`config.mk`:
```
export PLATFORM = sky130hd
export DESIGN_NAME = dpram_128x8_fifo_ctrl
export DESIGN_NICKNAME = d
export VERILOG_FILES = /design/src/rtl/dpram_128x8_fifo_ctrl.sv
export SDC_FILE = /design/constraint.sdc
export NUM_CORES = 1
export LEC_CHECK = 0
export CAP_MARGIN = 20
export CORE_MARGIN = 2
export CORE_UTILIZATION = 65
export DETAILED_ROUTE_END_ITERATION = 16
export DONT_BUFFER_PORTS = 1
export PLACE_DENSITY = 0.87
export SYNTH_ARGS = -nofsm -noshare
export SYNTH_HDL_FRONTEND = slang
export SYNTH_SLANG_ARGS = --single-unit
```
`constraint.sdc`:
```
create_clock -name clk -period 6.5 [get_ports clk]
set_clock_uncertainty 0.05 [all_clocks]
set_input_delay 0.65 -clock clk [delete_from_list [all_inputs] [get_ports clk]]
set_output_delay 0.65 -clock clk [all_outputs]
set_load 0.1 [all_outputs]
```
`src/rtl/dpram_128x8_fifo_ctrl.sv`:
```
// dpram_128x8_fifo_ctrl: push/pop FIFO controller driving both ports of dpram_128x8; DPRAM_FIFO_ERR_FLAGS_EN adds sticky overflow/underflow flags
module dpram_128x8_fifo_ctrl #(
  parameter int ADDR_W     = 7,
  parameter int DATA_W     = 8,
  parameter int AFULL_LVL  = 120,
  parameter int AEMPTY_LVL = 8
) (
  input  logic              clk,
  input  logic              R,
  input  logic              push,
  input  logic [0:DATA_W-1] push_data,
  input  logic              pop,
  output logic [0:DATA_W-1] pop_data,
  output logic              pop_valid,
  output logic              full,
  output logic              empty,
  output logic              almost_full,
  output logic              almost_empty,
`ifdef DPRAM_FIFO_ERR_FLAGS_EN
  output logic              overflow,
  output logic              underflow,
`endif
  output logic [0:ADDR_W]   count,
  output logic              ram_wen,
  output logic [0:ADDR_W-1] ram_waddr,
  output logic [0:DATA_W-1] ram_data_in,
  output logic              ram_ren,
  output logic [0:ADDR_W-1] ram_raddr,
  input  logic [0:DATA_W-1] ram_data_out
);
  localparam logic [ADDR_W:0] AF_LVL = AFULL_LVL[ADDR_W:0];
  localparam logic [ADDR_W:0] AE_LVL = AEMPTY_LVL[ADDR_W:0];
  localparam logic [ADDR_W:0] WRAP   = {1'b1, {ADDR_W{1'b0}}};
  logic [ADDR_W:0] wptr, rptr, cnt;
  logic            wr_acc, pop_acc;
  assign empty        = wptr == rptr;
  assign full         = (wptr ^ rptr) == WRAP;
  assign almost_full  = cnt >= AF_LVL;
  assign almost_empty = cnt <= AE_LVL;
  assign count        = cnt;
  assign pop_acc      = pop & ~empty;
  assign wr_acc       = push & (~full | pop_acc);
  assign ram_wen      = wr_acc;
  assign ram_waddr    = wptr[ADDR_W-1:0];
  assign ram_data_in  = push_data;
  assign ram_ren      = pop_acc;
  assign ram_raddr    = rptr[ADDR_W-1:0];
  assign pop_data     = ram_data_out;
  always_ff @(posedge clk or posedge R) begin
    if (R) begin
      wptr      <= '0;
      rptr      <= '0;
      cnt       <= '0;
      pop_valid <= 1'b0;
    end else begin
      wptr      <= wptr + {{ADDR_W{1'b0}}, wr_acc};
      rptr      <= rptr + {{ADDR_W{1'b0}}, pop_acc};
      cnt       <= cnt + {{ADDR_W{1'b0}}, wr_acc} - {{ADDR_W{1'b0}}, pop_acc};
      pop_valid <= pop_acc;
    end
  end
`ifdef DPRAM_FIFO_ERR_FLAGS_EN
  always_ff @(posedge clk or posedge R) begin
    if (R) begin
      overflow  <= 1'b0;
      underflow <= 1'b0;
    end else begin
      overflow  <= overflow | (push & full & ~pop);
      underflow <= underflow | (pop & empty);
    end
  end
`endif
endmodule

```
==> impl_metrics.yaml, run 1 <==
place:
  io_buffer_count: 0
  dpl-instance-area_um2: 1490
  place_ws_ps: 1910
  dp_hpwl_mm: 2.18
  gp_congestion: 0.910
setup_path:
  ff2ff_setup_slack_ps: 1890
  cp_max_fo: 5
  cp-start-kind: "flip-flop"
  worstPathArrival_ps: 4780
  cp-end-kind: "flip-flop"
  reg2reg_to: "count[1]"
  regToRegStartpoint: "rptr[3]"
  crit_required_ps: 6670
  path_class: "reg2reg"
  reg2reg_depth: 12
  setup.worst_path.start: "rptr[3]"
  endpoint: "count[1]"
timing:
  max_freq_mhz: 217
  fin_ws_ps: 1890
  tns_ps: 0
  hold_viol_final: 0
  rsz0062_at_grt: "false"
  worst_pin_slew_ps: 1080
  max_slew_margin_pct: 28.0
  finalSetupViolations: 0
  slew_violations: 0
  period_needed_ps: 4610
  min_period_over_period_pct: 70.9
yosys:
  yosys-top-cells-area: "dfrtp_1 (37%), ha_1 (15%), buf_4 (13%)"
  synth-edff-count: 0
  synth_common_cells: "buf_4 (30), dfrtp_1 (25), ha_1 (20), xnor2_1 (13), xor2_1 (12)"
  syn_avg_cell_area_um2: 10.5
  synthCells: 159
  ys_seq_elements: 25
  yosysMostFrequentCell: "buf_4"
  syn-num-nets: 200
  yosys_warnings: 0
  synth-async-reset-ratio_pct: 100
  synth_top_area_share_pct: 37.4
  yosysSeqAreaShare_pct: 37.4
  syn_area_um2: 1670
  yosysUniqueCellTypes: 31
  synth_top_area_cell: "dfrtp_1"
  ys.flop_type: "dfrtp_1"
clock_network:
  postCtsSetupRepairBufs: 0
  htreeDepth: 1
  cts_hold_buf: 0
  cts_buffers: 3
  clk_pin_slew_ps: 130
  clk_path_buf_depth: 2
  root_buffer: "clkbuf_4"
  cts_tree: "yes"
  clk_latency_ps: 320
  cts_resized: 0
  cts.sinks: 25
route:
  routed_wirelength_mm: 2.80
  avgRoutedWirePerCell_um: 17.2
  drtPass1Iterations: 4
  drtIter0Drc: 9
  route.vias.total: 978
  antenna_left: 0
  vias_per_cell: 6.00
  drc: 0
global_routing:
  grt_max_degree: 26
  grt_pass1_vias: 962
  grt_pass1_wl_mm: 4.39
  gr-total-overflow: 0
  grtUsageTotal_pct: 21.2
  antenna_found_initial: 0
floorplan:
  start_util_pct: 68.1
  die_w_um: 54.7
  dieHeight_um: 54.7
  num_io_pins: 65
  core_area_um2: 2450
  die-area_um2: 2990
  rows: 18
cells_and_area:
  area_delta_synth_final_pct: -9.13
  fin_area_um2: 1520
  final_nets: 175
  layout-drive-gt1-share_pct: 7.52
  final_util_pct: 61.9
  num_antenna_cells: 0
outcome:
  status: "finished, final reports clean"
min_path:
  hold_path_class: "in2async"
run:
  drv_cap: 0
[cells by family (layout without fill, tap and decap cells)]
logic type | after synthesis | after routing | synth area share [%]
buffers and inverters | 41 | 15 | 15.9
AOI/OAI and AO/OA | 17 | 17 | 6.96
DFF | 25 | 25 | 37.4
adders and majority gates | 21 | 21 | 16.2
xor gates and xnor gates | 25 | 25 | 13.1
and+or+nand+nor | 30 | 30 | 10.4
[routing by layer]
layer	global-route usage, %	share of wire [%]
met1	25.9	40
met2	30.4	44
met3	9.29	12
met4	13.3	4.2
met5	0	0
[state kept, by name (all words and copies together) (netlist names)]
register / count
count: 8
pop_valid: 1
rptr: 8
wptr: 8
[metrics by stage]
step	hold WS, ps	cells
2_1_floorplan	451	159
3_3_place_gp	471	159
3_5_place_dp	483	159
4_1_cts	388	163
5_1_grt	412	163
6_report	352	163
[layout by cell type (no fill, tap or decap), types with 2 or more instances in the layout]
cell | netlist | layout
dfrtp_1 | 25 | 25
ha_1 | 20 | 20
xnor2_1 | 13 | 13
xor2_1 | 12 | 12
inv_1 | 11 | 11
nand3_1 | 5 | 5
nand2_1 | 5 | 5
nor2_1 | 7 | 5
a21oi_1 | 4 | 4
nand4_1 | 3 | 3
clkbuf_4 | 0 | 3
o31a_1 | 2 | 2
nor2_2 | 0 | 2
o21a_1 | 2 | 2
and3_1 | 2 | 2
[worst min path at each step]
stage,startpoint,endpoint,slack (ps),cells past startpoint
floorplan,wptr[7],wptr[7],450,1
finish,R,count[7],350,1
global placement,wptr[7],wptr[7],470,1
detailed placement,wptr[7],wptr[7],480,1
global route,R,count[7],410,1
CTS,R,count[7],390,1
[cell type report]
cell class,count,area [um^2]
inverters,11,41.3
multi-input cells,93,788
well taps,30,37.5
clock buffers,4,26.3
fillers,193,936
flip-flops and latches,25,626
[worst max-delay path: stages (launching register included)]
cell      delay (ps)
dfrtp_1         1030
xor2_1           170
nor4_2           340
nand4_2          210
o21a_1           620
ha_1             480
inv_1             40
ha_1             200
fa_1             420
nor2b_1          170
o31a_1           270
or4_1            400
o311ai_1         110
Power of run 1 is not shown: default switching activity piles up to over one toggle a cycle in this logic, so the estimate is an artifact.
==> inputs of run 2 (changes only) <==
CORE_UTILIZATION = 63   (was 65)
PLACE_DENSITY = 0.85   (was 0.87)
clock period = 4.5 ns   (was 6.5 ns; I/O delays follow)
==> run 2 against run 1 <==
Against the previous run:
- utilization increased by 6.2 points
- via count increased by 4.2%
- fmax increased by 33%
- critical path depth increased by 1
- cell count increased by 13%
- critical endpoint unchanged
- highest routed layer unchanged
- final area increased by 12%
- critical path type unchanged
- worst hold slack improved by 20 ps
- setup slack got worse by 860 ps
- wire length increased by 7.9%
- sequential cell count unchanged
==> impl_metrics.yaml, run 2 (synthesized netlist as in run 1, its figures left out) <==
timing:
  max_slew_margin_pct: 26.2
  tns_ps: 0
  min_period_over_period_pct: 77.2
  worst_pin_slew_ps: 1110
  slew_violations: 0
  hold_viol_final: 0
  max_freq_mhz: 288
  period_needed_ps: 3470
  finalSetupViolations: 0
  rsz0062_at_grt: "false"
  fin_ws_ps: 1030
clock_network:
  clk_path_buf_depth: 2
  cts_buffers: 3
  root_buffer: "clkbuf_4"
  clk_latency_ps: 320
  cts.sinks: 25
  htreeDepth: 1
  postCtsSetupRepairBufs: 0
  clk_pin_slew_ps: 140
  cts_tree: "yes"
global_routing:
  gr-total-overflow: 0
  top_usage_layer: "met1"
  grt_pass1_wl_mm: 5.07
  antenna_found_initial: 0
  gr-usage-met1_pct: 30.5
  grtUsageMet2_pct: 28.7
  grt_pass1_vias: 1111
  grtUsageTotal_pct: 20.8
  grt_max_degree: 26
  grt_use_met3_pct: 4.68
setup_path:
  worstPathArrival_ps: 3640
  cp_top_family: "simple AND/OR/NAND/NOR gates"
  cp-end-kind: "flip-flop"
  setup.worst_path.start: "rptr[2]"
  worst_path_most_repeated_cell: "ha_1"
  cp-start-kind: "flip-flop"
  cp_max_fo: 6
  cp.buffers_inverters: 2
  regToRegStartpoint: "rptr[2]"
  cp_cell_sequence: "buf_4, xor2_1, nor4_2, nand4_2, o21a_1, ha_1, inv_1, ha_1, fa_1, nor2b_1, o31a_1, or4_1, o311ai_1"
  slowest_delay_ps: 410
  crit_slowest_cell: "or4_1"
  path_class: "reg2reg"
  crit_required_ps: 4660
cells_and_area:
  final_nets: 196
  num_antenna_cells: 0
  layout-drive-gt1-share_pct: 20.1
  final_util_pct: 68.1
  final_cell_mix: "dfrtp_1 (25), ha_1 (20), buf_4 (19)"
  fin_area_um2: 1700
  layout_commonest_cell: "dfrtp_1"
  area_delta_synth_final_pct: 1.87
floorplan:
  die-area_um2: 3080
  num_io_pins: 65
  dieHeight_um: 55.5
  die_w_um: 55.5
  rows: 18
  start_util_pct: 66.9
  core_area_um2: 2500
place:
  place_ws_ps: 1050
  io_buffer_count: 0
  dp_hpwl_mm: 2.34
  dpl-instance-area_um2: 1640
  gp_congestion: 0.877
run:
  drv_cap: 0
route:
  vias_per_cell: 5.54
  route.vias.total: 1019
  drtIter0Drc: 50
  drtPass1Iterations: 4
  routed_wirelength_mm: 3.02
  avgRoutedWirePerCell_um: 16.4
  drc: 0
  antenna_left: 0
min_path:
  hp-start: "push"
  hold_path_class: "in2reg"
outcome:
  status: "finished, final reports clean"
==> run 2: metrics by stage <==
stage               std cells  hold WS, ps
finish                    184          372
global route              184          377
CTS                       182          191
detailed placement        178          493
global placement          178          488
floorplan                 159          427
==> run 2: timing repair <==
| item | in CTS | in global routing |
|---|---|---|
| hold endpoints to repair | 0 | 4 |
| hold buffers | 0 | 1 |
| resized for setup | 0 | 0 |
==> run 2: path summary, 6_finish.rpt <==
check	depth (start not counted)	to	slack (ps)
hold reg to reg	1	rptr[7]	520
setup / recovery	13	count[1]	1030
hold / removal	2	wptr[0]	370
setup reg to reg	13	count[1]	1030
max in group asynchronous	3	wptr[4]	3540
min in group asynchronous	2	count[1]	460
==> run 2: per-layer routing <==
layer	part of all wire [%]	wire, um	up-vias
met5	0	0	-
met4	3.6	108	0
met3	8.1	246	20
met2	41	1230	33
met1	48	1440	476
li1	-	-	490
==> run 2: cell type report <==
type	count	area, um^2
clock inverters	1	7.51
multi-input cells	93	788
inverters	11	41.3
fillers	173	797
well taps	30	37.5
repair buffers	21	180
clock buffers	3	22.5
flip-flops and latches	25	626
==> run 2: worst reg2reg max path, stage by stage (launching register included) <==
cell and delay (ps):
dfrtp_1 380, buf_4 240, xor2_1 190, nor4_2 250
nand4_2 190, o21a_1 240, ha_1 270, inv_1 40
ha_1 190, fa_1 400, nor2b_1 160, o31a_1 260
or4_1 410, o311ai_1 110
Power of run 2 is left out for the same reason.
